[config.mk]
export PLATFORM = sky130hd
export DESIGN_NAME = ex_mem_reg_flat
export DESIGN_NICKNAME = d
export VERILOG_FILES = /design/src/rtl/ex_mem_reg_pkg.sv /design/src/rtl/ex_mem_reg_if.sv /design/src/rtl/ex_mem_reg.sv /design/src/flat_wrapper.sv
export SDC_FILE = /design/constraint.sdc
export NUM_CORES = 1
export LEC_CHECK = 0
export CAP_MARGIN = 25
export CORE_AREA = 2 2 112 114
export DETAILED_ROUTE_END_ITERATION = 6
export DIE_AREA = 0 0 114 116
export DONT_BUFFER_PORTS = 1
export PLACE_DENSITY = 0.64
export SYNTH_ARGS = -nofsm -noshare
export SYNTH_HDL_FRONTEND = slang
export SYNTH_SLANG_ARGS = --single-unit
[constraint.sdc]
create_clock -name clk -period 3.5 [get_ports clk]
set_input_delay 0.7 -clock clk [delete_from_list [all_inputs] [get_ports clk]]
set_output_delay 0.7 -clock clk [all_outputs]
set_load 0.02 [all_outputs]
[src/rtl/ex_mem_reg_pkg.sv]
// ex_mem_reg_pkg: CP0 exception codes, handler PC and the exception-priority merge
// shared by the pipeline registers and CP0.
package ex_mem_reg_pkg;

    localparam int EXC_CODE_W = 5;
    localparam logic [31:0] PC_HANDLER = 32'h0000_4180;

    localparam logic [EXC_CODE_W-1:0] EXC_INT     = 5'd0;
    localparam logic [EXC_CODE_W-1:0] EXC_ADEL    = 5'd4;
    localparam logic [EXC_CODE_W-1:0] EXC_ADES    = 5'd5;
    localparam logic [EXC_CODE_W-1:0] EXC_SYSCALL = 5'd8;
    localparam logic [EXC_CODE_W-1:0] EXC_RI      = 5'd10;
    localparam logic [EXC_CODE_W-1:0] EXC_OV      = 5'd12;

    typedef struct packed {
        logic                  vld;
        logic [EXC_CODE_W-1:0] code;
    } exc_t;

    // Upstream exceptions win; the raw add/sub overflow only matters for address calculation.
    function automatic exc_t exc_merge(
        input logic                  up_vld,
        input logic [EXC_CODE_W-1:0] up_code,
        input logic                  ov,
        input logic                  esl,
        input logic                  is_load,
        input logic                  is_store
    );
        exc_t r;
        r.vld  = up_vld | ov | (esl & (is_load | is_store));
        r.code = up_vld              ? up_code  :
                 ov                  ? EXC_OV   :
                 (esl & is_load)     ? EXC_ADEL :
                 (esl & is_store)    ? EXC_ADES : EXC_INT;
        return r;
    endfunction

endpackage

[src/rtl/ex_mem_reg_if.sv]
// ex_mem_reg_if: E-stage inputs, pipeline controls and M-stage outputs of the E->M register.
interface ex_mem_reg_if #(
    parameter int EXC_W = ex_mem_reg_pkg::EXC_CODE_W
);

    logic             req;
    logic             en;
    logic             clr;
    logic [31:0]      pc_E;
    logic [31:0]      instr_E;
    logic [31:0]      alu_ans_E;
    logic             alu_ov_E;
    logic             alu_esl_E;
    logic             is_load_E;
    logic             is_store_E;
    logic [31:0]      rt_data_E;
    logic [4:0]       wa_E;
    logic             bd_E;
    logic             exc_vld_E;
    logic [EXC_W-1:0] exc_E;
    logic [31:0]      pc_M;
    logic [31:0]      instr_M;
    logic [31:0]      ans_M;
    logic [31:0]      rt_data_M;
    logic [4:0]       wa_M;
    logic             bd_M;
    logic             exc_vld_M;
    logic [EXC_W-1:0] exc_M;
    logic             valid_M;

    modport master (
        output req, en, clr, pc_E, instr_E, alu_ans_E, alu_ov_E, alu_esl_E, is_load_E,
               is_store_E, rt_data_E, wa_E, bd_E, exc_vld_E, exc_E,
        input  pc_M, instr_M, ans_M, rt_data_M, wa_M, bd_M, exc_vld_M, exc_M, valid_M
    );

    modport slave (
        input  req, en, clr, pc_E, instr_E, alu_ans_E, alu_ov_E, alu_esl_E, is_load_E,
               is_store_E, rt_data_E, wa_E, bd_E, exc_vld_E, exc_E,
        output pc_M, instr_M, ans_M, rt_data_M, wa_M, bd_M, exc_vld_M, exc_M, valid_M
    );

endinterface

[src/rtl/ex_mem_reg.sv]
// ex_mem_reg: E->M pipeline register with hold, bubble, flush and ALU-exception folding.
module ex_mem_reg #(
    parameter logic [31:0] PC_HANDLER = ex_mem_reg_pkg::PC_HANDLER,
    parameter int          EXC_W      = ex_mem_reg_pkg::EXC_CODE_W
) (
    input logic         clk,
    input logic         reset,
    ex_mem_reg_if.slave bus
);

    import ex_mem_reg_pkg::*;

    exc_t m;

    assign m = exc_merge(bus.exc_vld_E, EXC_CODE_W'(bus.exc_E), bus.alu_ov_E,
                         bus.alu_esl_E, bus.is_load_E, bus.is_store_E);

    // Reset, flush and bubble all clear the payload; they differ only in pc/bd.
    always_ff @(posedge clk) begin
        if (reset || bus.req || (bus.en && bus.clr)) begin
            bus.pc_M      <= reset ? '0 : bus.req ? PC_HANDLER : bus.pc_E;
            bus.bd_M      <= !reset && !bus.req && bus.bd_E;
            bus.instr_M   <= '0;
            bus.ans_M     <= '0;
            bus.rt_data_M <= '0;
            bus.wa_M      <= '0;
            bus.exc_vld_M <= 1'b0;
            bus.exc_M     <= '0;
            bus.valid_M   <= 1'b0;
        end else if (bus.en) begin
            bus.pc_M      <= bus.pc_E;
            bus.bd_M      <= bus.bd_E;
            bus.instr_M   <= bus.instr_E;
            bus.ans_M     <= bus.alu_ans_E;
            bus.rt_data_M <= bus.rt_data_E;
            bus.wa_M      <= m.vld ? 5'd0 : bus.wa_E;
            bus.exc_vld_M <= m.vld;
            bus.exc_M     <= EXC_W'(m.code);
            bus.valid_M   <= 1'b1;
        end
    end

endmodule

[src/flat_wrapper.sv]
// flat-port wrapper written by rule: the top's interface ports become plain ports
module ex_mem_reg_flat import ex_mem_reg_pkg::*;
#(
    parameter logic [31:0] PC_HANDLER = ex_mem_reg_pkg::PC_HANDLER,
    parameter int          EXC_W      = ex_mem_reg_pkg::EXC_CODE_W
)
  (clk, reset, bus_req, bus_en, bus_clr, bus_pc_E, bus_instr_E, bus_alu_ans_E, bus_alu_ov_E, bus_alu_esl_E, bus_is_load_E, bus_is_store_E, bus_rt_data_E, bus_wa_E, bus_bd_E, bus_exc_vld_E, bus_exc_E, bus_pc_M, bus_instr_M, bus_ans_M, bus_rt_data_M, bus_wa_M, bus_bd_M, bus_exc_vld_M, bus_exc_M, bus_valid_M);
  ex_mem_reg_if #(.EXC_W(EXC_W)) bus_i ();
  input logic clk;
  input logic reset;
  input wire logic [$bits(bus_i.req)-1:0] bus_req;
  input wire logic [$bits(bus_i.en)-1:0] bus_en;
  input wire logic [$bits(bus_i.clr)-1:0] bus_clr;
  input wire logic [$bits(bus_i.pc_E)-1:0] bus_pc_E;
  input wire logic [$bits(bus_i.instr_E)-1:0] bus_instr_E;
  input wire logic [$bits(bus_i.alu_ans_E)-1:0] bus_alu_ans_E;
  input wire logic [$bits(bus_i.alu_ov_E)-1:0] bus_alu_ov_E;
  input wire logic [$bits(bus_i.alu_esl_E)-1:0] bus_alu_esl_E;
  input wire logic [$bits(bus_i.is_load_E)-1:0] bus_is_load_E;
  input wire logic [$bits(bus_i.is_store_E)-1:0] bus_is_store_E;
  input wire logic [$bits(bus_i.rt_data_E)-1:0] bus_rt_data_E;
  input wire logic [$bits(bus_i.wa_E)-1:0] bus_wa_E;
  input wire logic [$bits(bus_i.bd_E)-1:0] bus_bd_E;
  input wire logic [$bits(bus_i.exc_vld_E)-1:0] bus_exc_vld_E;
  input wire logic [$bits(bus_i.exc_E)-1:0] bus_exc_E;
  output wire logic [$bits(bus_i.pc_M)-1:0] bus_pc_M;
  output wire logic [$bits(bus_i.instr_M)-1:0] bus_instr_M;
  output wire logic [$bits(bus_i.ans_M)-1:0] bus_ans_M;
  output wire logic [$bits(bus_i.rt_data_M)-1:0] bus_rt_data_M;
  output wire logic [$bits(bus_i.wa_M)-1:0] bus_wa_M;
  output wire logic [$bits(bus_i.bd_M)-1:0] bus_bd_M;
  output wire logic [$bits(bus_i.exc_vld_M)-1:0] bus_exc_vld_M;
  output wire logic [$bits(bus_i.exc_M)-1:0] bus_exc_M;
  output wire logic [$bits(bus_i.valid_M)-1:0] bus_valid_M;
  assign bus_i.req = bus_req;
  assign bus_i.en = bus_en;
  assign bus_i.clr = bus_clr;
  assign bus_i.pc_E = bus_pc_E;
  assign bus_i.instr_E = bus_instr_E;
  assign bus_i.alu_ans_E = bus_alu_ans_E;
  assign bus_i.alu_ov_E = bus_alu_ov_E;
  assign bus_i.alu_esl_E = bus_alu_esl_E;
  assign bus_i.is_load_E = bus_is_load_E;
  assign bus_i.is_store_E = bus_is_store_E;
  assign bus_i.rt_data_E = bus_rt_data_E;
  assign bus_i.wa_E = bus_wa_E;
  assign bus_i.bd_E = bus_bd_E;
  assign bus_i.exc_vld_E = bus_exc_vld_E;
  assign bus_i.exc_E = bus_exc_E;
  assign bus_pc_M = bus_i.pc_M;
  assign bus_instr_M = bus_i.instr_M;
  assign bus_ans_M = bus_i.ans_M;
  assign bus_rt_data_M = bus_i.rt_data_M;
  assign bus_wa_M = bus_i.wa_M;
  assign bus_bd_M = bus_i.bd_M;
  assign bus_exc_vld_M = bus_i.exc_vld_M;
  assign bus_exc_M = bus_i.exc_M;
  assign bus_valid_M = bus_i.valid_M;
  ex_mem_reg #(.PC_HANDLER(PC_HANDLER), .EXC_W(EXC_W)) u_core (.clk(clk), .reset(reset), .bus(bus_i));
endmodule
==> flow_metrics.tcl <==
set metrics [dict create \
    synthTopCellsByArea "dfxtp_1, mux2i_1, edfxtp_1, nor2_1, and2_1" \
    syn_avg_cell_area_um2 11.8 \
    overflow 0 \
    setup_viol 0 \
    drv_cap 0 \
    post_cts.repair.setup_buffers 0 \
    path_max_fanout 64 \
    worstMarginPinSlew_ns 0.616 \
    fmax_ghz 0.561 \
    cts_tree "built" \
    ys.flop_type "dfxtp_1" \
    required_ns 3.76 \
    grt_start_max_net_pins 119 \
    grt_pass1_vias 2965 \
    wl_per_cell_um 17.9 \
    worstHoldPathType "primary input to register" \
    critPathArrivalTime_ns 2.04 \
    crit_type "primary input to register" \
    critPathLaunchType "primary input" \
    first_iter_violations 179 \
    grt_usage 0.151 \
    leakagePower_nw 2.37 \
    rows 40 \
    clk_latency_ns 0.39 \
    final_cell_mix "dfxtp_1, nor2_1, mux2i_1" \
    async_reset_ff_frac 0 \
    drc 0 \
    ys_ff_latch 141 \
    yosysSeqAreaShare 0.615 \
    synth_cell_type_count 25 \
    dr.pass1.iters 5 \
    gp_congestion 0.770 \
    peakVddDrop_mv 0.262 \
    dpl-instance-area_um2 5140 \
    synth_cells 435 \
    dp_hpwl_mm 7.55 \
    wl_mm 10.5 \
    critical-path-top-delay-family "buffers and inverters" \
    antenna_cells 0 \
    clockBufferDepth 2 \
    drive_above_1_share 0.0835 \
    grt_pass1_wl_mm 15.3 \
    cts_buffers 17 \
    critical-path-slowest-cell "buf_4" \
    die-area_um2 13200 \
    io_buffers 0 \
    cpPeakStageDelay_ns 0.60 \
    fin_skew_ns 0 \
    synth_top_cell_area_share 0.421 \
    path_cells "nor2_4 -> buf_4 -> nand2_4 -> buf_4 -> nor2_1" \
    syn-cell-area_um2 5130 \
    path_common_cell "buf_4" \
    path_clk_slew_ns 0.06 \
    final-hold-violation-count 0 \
    cts_resized 0 \
    synth_fp_nets 584 \
    io_pins 290 \
    fin_area_um2 5670 \
    dr_total_vias 3018 \
    finalCriticalPeriod_ns 1.78 \
    endpoint_kind "register" \
    power_density_nw_per_um2 630 \
    cts_hold_buffers 0 \
    mostFrequentLayoutCell "dfxtp_1" \
    nNetsFinal 579 \
    rsz0062_at_grt "false" \
    postRouteAntennaNets 0 \
    htree_levels 4 \
    tns_ns 0 \
    critPathBufInv 2 \
    slew_violations 0 \
    grt_antenna_before_repair 0 \
    slew_headroom 0.589 \
    routed_via_density 5.12 \
    die_w_um 114 \
    initial_core_util 0.431 \
    die_y_um 116 \
    synth-edff-count 33 \
    clock_sinks 141 \
    yosys_warnings 0 \
    timing.final.crit_share 0.509 \
    cts-root-buf "clkbuf_16" \
    status "complete, no violations" \
    area_growth_pct 10.6 \
    yosys.area.top_type "dfxtp_1" \
    core_um2 11900 \
]
layer usage:
metal / GRT usage / share of wire
met1: 0.166 / 0.37
met2: 0.250 / 0.51
met3: 0.0774 / 0.11
met4: 0.0577 / 0.011
met5: 0 / 0
layout make-up:
class | instances | area, um^2
flip-flops and latches | 141 | 3150
repair buffers | 3 | 22.5
clock inverters | 13 | 90.1
fillers | 1094 | 6240
well taps | 147 | 184
clock buffers | 19 | 444
multi-input cells | 267 | 1780
Yosys cell counts, types with 2 or more instances:
cell      count
edfxtp_1     33
nor3_1        7
dfxtp_1     108
nor2b_1       2
mux2i_1     102
nand3_1       2
o21ai_0       2
clkbuf_1      3
nand2b_1      2
buf_2         9
nor2_1      107
buf_6         9
and2_1       30
buf_4         6
a21oi_1       3
worst paths after layout:
kind                                     startpoint                     end  slack (ns)  depth (start not counted)
worst max-delay path                          reset  u_core.bus.instr_M[29]        1.72                          5
worst min-delay path                bus_instr_E[11]  u_core.bus.instr_M[11]        0.45                          2
worst max register to register  u_core.bus.exc_M[0]     u_core.bus.exc_M[0]        2.62                          3
worst min register to register  u_core.bus.exc_M[4]     u_core.bus.exc_M[4]        0.59                          2
per-stage QoR:
step	cells	hold slack [ns]	util	total power, W	setup slack, ns
6_report	590	0.449	0.476	0.00357	1.72
5_1_grt	590	0.434	0.476	0.00372	1.55
4_1_cts	590	0.418	0.476	0.00362	1.69
3_5_place_dp	558	0.573	0.431	0.00202	1.25
3_3_place_gp	558	0.576	0.431	0.00202	1.33
2_1_floorplan	435	0.541	-	0.00203	1.32
flip-flops by register name (all words and copies together) (netlist names):
name	count
u_core.bus.ans_M	32
u_core.bus.bd_M	1
u_core.bus.exc_M	5
u_core.bus.exc_vld_M	1
u_core.bus.instr_M	32
u_core.bus.pc_M	32
u_core.bus.rt_data_M	32
u_core.bus.valid_M	1
u_core.bus.wa_M	5
report_power, final:
part	internal (W)	switching, W
clock	0.000927	0.000663
sequential	0.00173	0.000116
combinational	0.0000717	0.0000616
total	0.00273	0.000840
cells by family after synthesis:
| family | after synthesis | synth area share |
|---|---|---|
| and+or+nand+nor | 157 | 0.138 |
| DFF | 141 | 0.615 |
| muxes | 102 | 0.199 |
| buffers and inverters | 27 | 0.0395 |
| AOI/OAI and AO/OA | 8 | 0.00903 |
Note: power is estimated with default switching activity, not from simulation.
